## src/rtl/life_engine.sv

```systemverilog
// life_engine: X*Y Game of Life board (B3/S23) updated serially, one cell per
// clock, by an IDLE/CALC/COMMIT controller. Supports toroidal or dead-border
// edges, run/step control, a generation counter, board clear and cursor
// editing that is locked out while a generation is being computed.
module life_engine #(
  parameter int X     = 8,
  parameter int Y     = 8,
  parameter int LOG2X = 3,
  parameter int LOG2Y = 3,
  parameter int GEN_W = 16
) (
  input  logic               clk,
  input  logic               reset,
  input  logic               run,
  input  logic               step,
  input  logic               clear,
  input  logic               wrap,
  input  logic               key_flip,
  input  logic               key_up,
  input  logic               key_down,
  input  logic               key_left,
  input  logic               key_right,
  input  logic [LOG2Y-1:0]   row_sel,
  output logic [X-1:0]       row,
  output logic [LOG2X-1:0]   cursor_x,
  output logic [LOG2Y-1:0]   cursor_y,
  output logic               busy,
  output logic               gen_done,
  output logic [GEN_W-1:0]   gen_count
);

  localparam int N     = X * Y;
  localparam int CNT_W = (N > 1) ? $clog2(N) : 1;
  localparam logic [LOG2X-1:0] XMAX     = LOG2X'(X - 1);
  localparam logic [LOG2Y-1:0] YMAX     = LOG2Y'(Y - 1);
  localparam logic [CNT_W-1:0] CNT_LAST = CNT_W'(N - 1);

  typedef enum logic [1:0] {S_IDLE, S_CALC, S_COMMIT} state_t;

  state_t              r_state;
  logic [N-1:0]        r_cur;
  logic [N-1:0]        r_nxt;
  logic [CNT_W-1:0]    r_cnt;
  logic [LOG2X-1:0]    r_calc_x;
  logic [LOG2Y-1:0]    r_calc_y;
  logic [LOG2X-1:0]    r_cursor_x;
  logic [LOG2Y-1:0]    r_cursor_y;
  logic                r_busy;
  logic                r_gen_done;
  logic [GEN_W-1:0]    r_gen_count;

  logic [3:0]          w_sum;
  logic                w_live;
  logic                w_new;
  logic [N-1:0]        w_flip_mask;
  logic [N-1:0]        w_row_shift;

  // Value of the cell at (cx,cy); coordinates one step off the board either
  // wrap around (toroidal) or read as dead.
  function automatic logic f_cell(input logic [N-1:0] b, input int cx,
                                  input int cy, input logic wr);
    int           nx;
    int           ny;
    int           idx;
    logic         ok;
    logic [N-1:0] sh;
    nx = cx;
    ny = cy;
    ok = 1'b1;
    if (nx < 0) begin
      if (wr) nx = X - 1; else ok = 1'b0;
    end else if (nx >= X) begin
      if (wr) nx = 0; else ok = 1'b0;
    end
    if (ny < 0) begin
      if (wr) ny = Y - 1; else ok = 1'b0;
    end else if (ny >= Y) begin
      if (wr) ny = 0; else ok = 1'b0;
    end
    idx = ok ? (ny * X + nx) : 0;
    sh  = b >> idx;
    return ok & sh[0];
  endfunction

  // B3/S23: birth on exactly 3, survival on 2 or 3.
  function automatic logic f_rule(input logic live, input logic [3:0] sum);
    return (sum == 4'd3) | (live & (sum == 4'd2));
  endfunction

  // Neighbour count and next state of the cell currently being evaluated.
  always_comb begin
    w_sum = 4'd0;
    for (int dy = -1; dy <= 1; dy++) begin
      for (int dx = -1; dx <= 1; dx++) begin
        if (dx != 0 || dy != 0)
          w_sum = w_sum + {3'b000, f_cell(r_cur, int'(r_calc_x) + dx,
                                          int'(r_calc_y) + dy, wrap)};
      end
    end
    w_live = f_cell(r_cur, int'(r_calc_x), int'(r_calc_y), 1'b0);
    w_new  = f_rule(w_live, w_sum);
  end

  // One-hot mask selecting the cell under the cursor.
  always_comb begin
    w_flip_mask = {{(N-1){1'b0}}, 1'b1} << (int'(r_cursor_y) * X + int'(r_cursor_x));
  end

  // Display readout of one board row; rows past the board read as empty.
  always_comb begin
    w_row_shift = r_cur >> (int'(row_sel) * X);
    row         = (int'(row_sel) < Y) ? w_row_shift[X-1:0] : '0;
  end

  // Generation controller: edits in IDLE, serial evaluation in CALC, board swap in COMMIT.
  always_ff @(posedge clk or negedge reset) begin
    if (!reset) begin
      r_state     <= S_IDLE;
      r_cur       <= '0;
      r_nxt       <= '0;
      r_cnt       <= '0;
      r_calc_x    <= '0;
      r_calc_y    <= '0;
      r_busy      <= 1'b0;
      r_gen_done  <= 1'b0;
      r_gen_count <= '0;
    end else begin
      r_gen_done <= 1'b0;
      case (r_state)
        S_IDLE: begin
          if (clear) begin
            r_cur <= '0;
          end else begin
            // A flip coinciding with a start lands before CALC reads the board.
            if (key_flip)
              r_cur <= r_cur ^ w_flip_mask;
            if (run || step) begin
              r_state  <= S_CALC;
              r_cnt    <= '0;
              r_calc_x <= '0;
              r_calc_y <= '0;
              r_busy   <= 1'b1;
            end
          end
        end
        S_CALC: begin
          r_nxt[r_cnt] <= w_new;
          if (r_cnt == CNT_LAST) begin
            r_state <= S_COMMIT;
          end else begin
            r_cnt <= r_cnt + 1'b1;
            if (r_calc_x == XMAX) begin
              r_calc_x <= '0;
              r_calc_y <= r_calc_y + 1'b1;
            end else begin
              r_calc_x <= r_calc_x + 1'b1;
            end
          end
        end
        S_COMMIT: begin
          r_cur       <= r_nxt;
          r_gen_count <= r_gen_count + 1'b1;
          r_gen_done  <= 1'b1;
          r_busy      <= 1'b0;
          r_state     <= S_IDLE;
        end
        default: begin
          r_state <= S_IDLE;
          r_busy  <= 1'b0;
        end
      endcase
    end
  end

  // Cursor movement, active in every state, wrapping on both axes.
  always_ff @(posedge clk or negedge reset) begin
    if (!reset) begin
      r_cursor_x <= '0;
      r_cursor_y <= '0;
    end else begin
      if (key_left && !key_right)
        r_cursor_x <= (r_cursor_x == '0) ? XMAX : r_cursor_x - 1'b1;
      else if (key_right && !key_left)
        r_cursor_x <= (r_cursor_x == XMAX) ? '0 : r_cursor_x + 1'b1;
      if (key_up && !key_down)
        r_cursor_y <= (r_cursor_y == '0) ? YMAX : r_cursor_y - 1'b1;
      else if (key_down && !key_up)
        r_cursor_y <= (r_cursor_y == YMAX) ? '0 : r_cursor_y + 1'b1;
    end
  end

  assign cursor_x  = r_cursor_x;
  assign cursor_y  = r_cursor_y;
  assign busy      = r_busy;
  assign gen_done  = r_gen_done;
  assign gen_count = r_gen_count;

endmodule

```

## config.mk

```make
export PLATFORM = sky130hd
export DESIGN_NAME = life_engine
export DESIGN_NICKNAME = d
export VERILOG_FILES = /design/src/rtl/life_engine.sv
export SDC_FILE = /design/constraint.sdc
export NUM_CORES = 1
export LEC_CHECK = 0
export CORE_UTILIZATION = 40
export CTS_CLUSTER_DIAMETER = 100
export DETAILED_ROUTE_END_ITERATION = 12
export PLACE_DENSITY = 0.58
export SYNTH_ARGS = -nofsm -noshare
export SYNTH_HDL_FRONTEND = slang
export SYNTH_SLANG_ARGS = --single-unit
```

## constraint.sdc

```tcl
create_clock -name clk -period 27.1 [get_ports clk]
set_input_delay 8.13 -clock clk [delete_from_list [all_inputs] [get_ports clk]]
set_output_delay 8.13 -clock clk [all_outputs]
set_load 0.01 [all_outputs]
```

# After elaboration in Yosys (flattened, before gate mapping)
# Index checks and enable logic that the tools add are counted.
# totals
regBits	166
word_cells	205
input_bits	14
# op_classes
n_reduce_logical	22
shifts	11
eq_ne	14
mux	92
order_cmp	14
addsub	29
bitwise_logic	12
# op_table
op	count
64-bit by 32-bit right shift with 1-bit output	8
32-bit 2-to-1 mux	14
32-bit adder	8
64-bit 2-to-1 mux	2
64-bit case mux with 2 select lines	1
29-bit 2-to-1 mux	4
64-bit bitwise mux	1
1-bit by 7-bit << shifter with 64-bit output, first input constant	1
64-bit by 6-bit right shift with 8-bit output	1
64-bit by 7-bit right shift with 1-bit output	1
64-bit bitwise XOR	1
3-bit 2-to-1 mux	21
1-bit 2-to-1 mux	30
4-bit 2-to-1 mux	7
6-bit 2-to-1 mux	3
16-bit by 1-bit adder with 16-bit output, second input constant	1
4-bit by 1-bit adder with 4-bit output	4
6-bit by 3-bit adder with 7-bit output	2
3-bit by 1-bit adder with 3-bit output, second input constant	4
3-bit case mux with 2 select lines	2
6-bit case mux with 2 select lines	1
4-bit by 1-bit adder with 5-bit output, second input constant	2
5-bit >= comparator, second input constant	2
5-bit by 1-bit < comparator with 1-bit output, second input constant	2
36 further kinds	71

# Depth between registers and ports, before layout
# Gate-level depths: netlist of run 1.
# logic_depth
depth_word	21
depth_mapped	38
ltp_nobuf	30

# Worst setup path after synthesis of run 1
# OpenSTA, ideal clock, no wires.
# synth_timing
path_type	input -> output
start	input row_sel[0]
end	output row[0]
arrival_time_ns	9.834
slack_ns	9.136
stages	4
cell_sequence	clkbuf_1 > buf_1 > mux4_2 > mux2_2
# synth_via
elab_chain_cells	1
# synth_rtl
element	line	source
start, declared	23	input logic [LOG2Y-1:0] row_sel,
64-bit by 6-bit right shift with 8-bit output	111	w_row_shift = r_cur >> (int'(row_sel) * X);
end, declared	24	output logic [X-1:0] row,
# No other way between the ends.

# Worst setup path after layout of run 1
# layout_timing
start	input row_sel[0]
end	output row[2]
# Same word-level chain as after synthesis.

==> results of run 1 <==
[cell type report]
class | instances | area [sq um] | area share, %
multi-input combinational | 1643 | 10720 | 61.54
inverter | 40 | 150.1 | 0.8616
timing repair buffer | 130 | 1090 | 6.254
sequential | 166 | 4159 | 23.87
antenna | 1 | 2.502 | 0.01436
clock inverter | 12 | 200.2 | 1.149
clock buffer | 19 | 452.9 | 2.599
tap | 518 | 648.1 | 3.719
[metal layers]
layer / share of wire (%) / routed length [um] / GRT usage [%]
met5: 0.013 / 9 / 0
met4: 7.7 / 5314 / 23.64
met3: 11 / 7413 / 7.987
met1: 39 / 26680 / 42.93
met2: 43 / 29660 / 51.67
[Yosys cell counts, types with 14 or more instances]
| master | instances | area share [%] |
|---|---|---|
| buf_2 | 27 | 0.86 |
| xnor2_1 | 15 | 0.83 |
| inv_1 | 36 | 0.86 |
| nand2_1 | 334 | 7.9 |
| fa_1 | 14 | 1.8 |
| ha_1 | 61 | 4.8 |
| o211ai_1 | 17 | 0.81 |
| clkbuf_1 | 148 | 3.5 |
| a21oi_1 | 190 | 6.0 |
| nand2b_1 | 14 | 0.55 |
| nor3_1 | 91 | 2.9 |
| and2_1 | 14 | 0.55 |
| nand3_1 | 80 | 2.5 |
| o21ai_1 | 56 | 1.8 |
| a31oi_1 | 46 | 1.8 |
| a211oi_1 | 49 | 2.3 |
| mux2_2 | 26 | 1.9 |
| o21ai_0 | 206 | 6.5 |
| nor2_1 | 71 | 1.7 |
| dfrtp_1 | 166 | 26 |
| mux4_2 | 42 | 6.0 |
| nor2b_1 | 25 | 0.99 |
| mux2i_1 | 83 | 5.3 |
| nand4_1 | 20 | 0.79 |
| and3_1 | 17 | 0.67 |
| a221oi_1 | 17 | 0.94 |
[worst paths after layout]
check / endpoint / depth (start not counted)
max: row[2] / 4
min: gen_count[15]$_DFFE_PN0P_ / 1
max reg2reg: r_nxt[26]$_DFFE_PN0P_ / 32
min reg2reg: gen_count[15]$_DFFE_PN0P_ / 1
max in group asynchronous: r_state[1]$_DFFE_PN0P_ / 2
min in group asynchronous: r_cur[30]$_DFFE_PN0P_ / 1
[power by group]
part,internal [uW],switching [uW]
clock,168,103
combinational,491,1100
sequential,302,90.5
total,962,1290
[critical path: stages]
cell,delay [ns]
clkdlybuf4s50_1,1.11
mux4_2,0.61
mux2_2,0.28
clkdlybuf4s50_1,0.48
[sequential cells by signal, summed over array words and instances (netlist names)]
name and cells:
busy 1, r_nxt 64, cursor_x 3, r_cnt 6, r_calc_y 3, r_calc_x 3
r_cur 64, gen_count 16, cursor_y 3, gen_done 1, r_state 2
[kinds of logic after synthesis]
| family | share of synthesized area (%) |
|---|---|
| buffers and inverters | 6.024 |
| DFF | 26.32 |
| AOI/OAI and AO/OA | 25.80 |
| and+or+nand+nor | 20.63 |
| xor gates and xnor gates | 1.498 |
| adders and majority gates | 6.611 |
| muxes | 13.11 |
[through the flow]
step,setup slack (ns),cells
final,8.355,2529
after global routing,8.181,2528
after CTS,8.316,2528
after detailed placement,8.316,2497
after global placement,8.405,2497
after floorplan,9.136,2044
==> results.md, run 1 <==
- Placer Congestion: 0.9661
- Max Transition Viols Final: 0
- Share of layout cells above drive strength 1: 10.20%
- # rows: 72
- CP Capture Type: primary output
- Core area: 0.03883 sq mm
- Fin crit share: 69.17%
- Status: finished, final reports clean
- Setup TNS: 0 ns
- Vias in the first global route: 16090
- Post-synth EDFFs: 0
- Critical path launch point: row_sel[0]
- Die area: 0.04026 sq mm
- Arrival @ worst endpoint: 10.61 ns
- Worst path required time: 18.97 ns
- Drt pass-1 iters: 8
- DP Area: 0.01677 sq mm
- Main synth FF type: dfrtp_1
- H-Tree Depth: 4
- Leakage power: 0.006948 uW
- Worst Hold Class: reg -> reg
- Post-Synthesis Cell Area: 0.01578 sq mm
- Grt total ovfl: 0
- VDD IR-drop max: 0.2548 mV
- Num CTS Buffers: 17
- Max Cap Viol: 0
- TritonCTS Sinks: 166
- Most frequent cells in the layout: nand2_1, o21ai_0, a21oi_1
- Worst Hold Launch: gen_count[15]$_DFFE_PN0P_
- Pwr Density: 129.3 mW/mm^2
- Initial DRC Count: 2302
- Final #Nets: 2087
- Post-CTS sizing: 0
- Min Tclk post-route: 18.74 ns
- Sequential share of the synthesized area: 26.32%
- RSZ-0062 raised after global routing: false
- Clk Latency, worst-skew pair: 0.45 ns
- Setup violations, final: 0
- Initial antenna violation count: 1
- Synthesized area per cell: 7.722 sq um
- Worst hold slack: 0.4741 ns
- Hold Buf Count CTS: 0
- DRC violations left: 0
- CTS root buf: clkbuf_16
- Unique masters post-synth: 80
- Post-CTS setup repair buffer count: 0
- Layout overhead on the synthesized area: 10.40%
- Clk_skew: 0.008510 ns
- Fill cells: 3878
- Max FO, Critical Path: 16
- Mapped Cells: 2044
- Yosys synthesis warning count: 0
- Reg-to-reg startpoint: r_calc_x[1]$_DFFE_PN0P_
- Finished layout cell area: 0.01743 sq mm
- Slew headroom: 15.52%
- Fmax: 53.35 MHz
- CP Class: in -> out
- Design Power: 2253 uW
- Overall routing resource usage: 34.08%
- Final Hold Fails: 0
- Initial Utilization: 40.65%
- WL final: 69.07 mm
- Antenna Nets Post-Route: 0
- Most common cell after layout, fill and taps aside: nand2_1
- DR WL/cell: 27.31 um
- Routed vias: 16960
- Post-synth ARST share: 100.0%
- Reg2reg setup slack: 16.98 ns
- Worst slew pin tran: 1.254 ns
- Critical path launch point type: primary input
- Clk slew on worst S/H paths: 0.06 ns
- DIE WIDTH: 200.6 um
- TritonCTS clock tree: yes
- Die Height: 200.6 um
- Largest net degree at the start of global routing: 129
- DR vias/cell: 6.704
- # IOs: 46
- Synthesized flop and latch total: 166
- First-pass GRT wire length: 103.4 mm
- Synthesized Nets: 2133
- Detailed-placement wirelength estimate: 45.67 mm
- CTS max path bufs: 2
- Final core occ: 44.88%
- IO buf count: 45
(Power assumes the default switching activity.)
==> inputs of run 2 (changes only) <==
==> constraint.sdc (replaced) <==
create_clock -name clk -period 19 [get_ports clk]
set_input_delay 5.7 -clock clk [delete_from_list [all_inputs] [get_ports clk]]
set_output_delay 5.7 -clock clk [all_outputs]
set_load 0.01 [all_outputs]
==> results.md, run 2 (synthesis results as in run 1) <==
- Status: finished, final reports clean
- Initial antenna violation count: 1
- Initial DRC Count: 1921
- Clk_skew: 0.01028 ns
- Grt total ovfl: 0
- CTS max path bufs: 2
- Placed cell count: 2502
- Clk slew on worst S/H paths: 0.06 ns
- Share of layout cells above drive strength 1: 10.12%
- Number of diodes: 0
- Initial Utilization: 40.65%
- Clk Latency, worst-skew pair: 0.43 ns
- Post-CTS sizing: 0
- IO buf count: 45
- Non-filler instance count after layout: 2533
- Max Transition Viols Final: 0
- Hold endpoint: gen_count[15]$_DFFE_PN0P_
- DP Area: 0.01680 sq mm
- Slowest cell on crit path: clkinv_1
- CTS root buf: clkbuf_16
- # rows: 72
- Routed vias: 16740
- Worst r2r dst: r_nxt[24]$_DFFE_PN0P_
- Reg2reg setup slack: 8.32 ns
- Num CTS Buffers: 17
- Arrival @ worst endpoint: 15.04 ns
- TritonCTS clock tree: yes
- VDD IR-drop max: 0.2873 mV
- Antenna Nets Post-Route: 0
- Setup TNS: 0 ns
- Overall routing resource usage: 32.86%
- Hold Buf Count CTS: 0
- Post-CTS setup repair buffer count: 0
- Final #Nets: 2092
- Net switching power: 1810 uW
- Hold path depth: 1
- Worst path required time: 19.28 ns
- Leakage power: 0.006947 uW
- Setup violations, final: 0
- Sequential share of power: 17.4%
- First-pass GRT wire length: 100.4 mm
- CP Capture Type: register
- Fmax: 67.78 MHz
- Design Power: 3184 uW
- Most common cell after layout, fill and taps aside: nand2_1
- Most frequent cells in the layout: nand2_1, o21ai_0, a21oi_1
- Worst slew pin tran: 1.292 ns
- Switch share: 56.85%
- DIE WIDTH: 200.6 um
- Pwr Density: 182.6 mW/mm^2
- Internal: 1374 uW
- Max Cap Viol: 0
- Worst Hold Launch: gen_count[15]$_DFFE_PN0P_
- TritonCTS Sinks: 166
- Max FO, Critical Path: 64
- Reg-to-reg startpoint: r_calc_x[1]$_DFFE_PN0P_
- Layout overhead on the synthesized area: 10.48%
- Die Height: 200.6 um
- Critical path launch point type: primary input
- # IOs: 46
- Largest stage delay on the critical path: 1.14 ns
- CP Class: in -> reg
- DRC violations left: 0
- Detailed-placement wirelength estimate: 45.50 mm
- Vias in the first global route: 15810
- Slew headroom: 13.28%
- H-Tree Depth: 4
- Logic pwr share: 70.7%
- RSZ-0062 raised after global routing: false
- Worst Hold Class: reg -> reg
- Die area: 0.04026 sq mm
- Clock Power Share: 11.9%
- DR WL/cell: 26.14 um
- Placer Congestion: 0.9620
- WL final: 66.23 mm
- Largest net degree at the start of global routing: 129
- DR vias/cell: 6.607
- Most common cell on crit path: fa_1
- Worst R2R Path Depth: 31
- Final Hold Fails: 0
- Drt pass-1 iters: 6
- Finished layout cell area: 0.01744 sq mm
- Core area: 0.03883 sq mm
- Fin crit share: 77.65%
- Min Tclk post-route: 14.75 ns
-- run 2: cell types whose count changed in the layout (fill, tap and decap cells not counted) --
| cell | before | now |
|---|---|---|
| diode_2 | 1 | 0 |
| nor3b_1 | 2 | 4 |
| clkbuf_1 | 0 | 4 |
| clkinv_2 | 3 | 0 |
| clkinvlp_4 | 0 | 3 |
| nor3b_2 | 2 | 0 |
| clkinv_4 | 3 | 0 |
| inv_6 | 1 | 0 |
| buf_4 | 85 | 90 |
-- run 2: layout make-up --
type	count	area [sq um]
clock buffers	23	467.9
flip-flops and latches	166	4159
inverters	40	150.1
clock inverters	8	172.7
fillers	3870	21390
repair buffers	135	1127
well taps	518	648.1
multi-input cells	1643	10710
-- run 2: routing by layer --
layer	routed length, um	track usage (%)	up-vias
met3	7139	6.266	259
met4	4769	20.77	0
met2	28290	49.65	1089
li1	-	-	7467
met5	0	0	-
met1	26030	43.21	7920
-- run 2: worst max path at each step --
stage | slack (ns) | end | from
final | 4.25 | r_nxt[24]$_DFFE_PN0P_ | wrap
after global routing | 3.61 | r_nxt[22]$_DFFE_PN0P_ | wrap
after CTS | 4.32 | r_nxt[19]$_DFFE_PN0P_ | wrap
after detailed placement | 3.88 | r_nxt[25]$_DFFE_PN0P_ | wrap
after global placement | 4.15 | r_nxt[25]$_DFFE_PN0P_ | wrap
after floorplan | 5.90 | row[0] | row_sel[0]
-- run 2: worst max-delay path, delay by kind of cell --
family / cells / cell delay [ns]
adders and majority gates: 7 / 2.94
buffers and inverters: 6 / 2.60
AOI/OAI and AO/OA: 10 / 2.06
and+or+nand+nor: 6 / 1.68
-- run 2: power by group through the flow --
| stage | clock network (uW) | logic [uW] | registers [uW] |
|---|---|---|---|
| final | 379 | 2250 | 553 |
| after global routing | 398 | 2420 | 563 |
| after CTS | 385 | 2200 | 549 |
| after detailed placement | 0 | 2190 | 555 |
| after global placement | 0 | 2180 | 552 |
| after floorplan | 0 | 1610 | 480 |
-- run 2: metrics by stage --
| step | worst slack [ns] | util, % | hold WS, ns |
|---|---|---|---|
| global placement | 4.148 | 43.26 | 0.4625 |
| floorplan | 5.896 | - | 0.4485 |
| finish | 4.247 | 44.91 | 0.4678 |
| global route | 3.606 | 44.91 | 0.5007 |
| detailed placement | 3.885 | 43.26 | 0.4617 |
| CTS | 4.318 | 44.91 | 0.4748 |
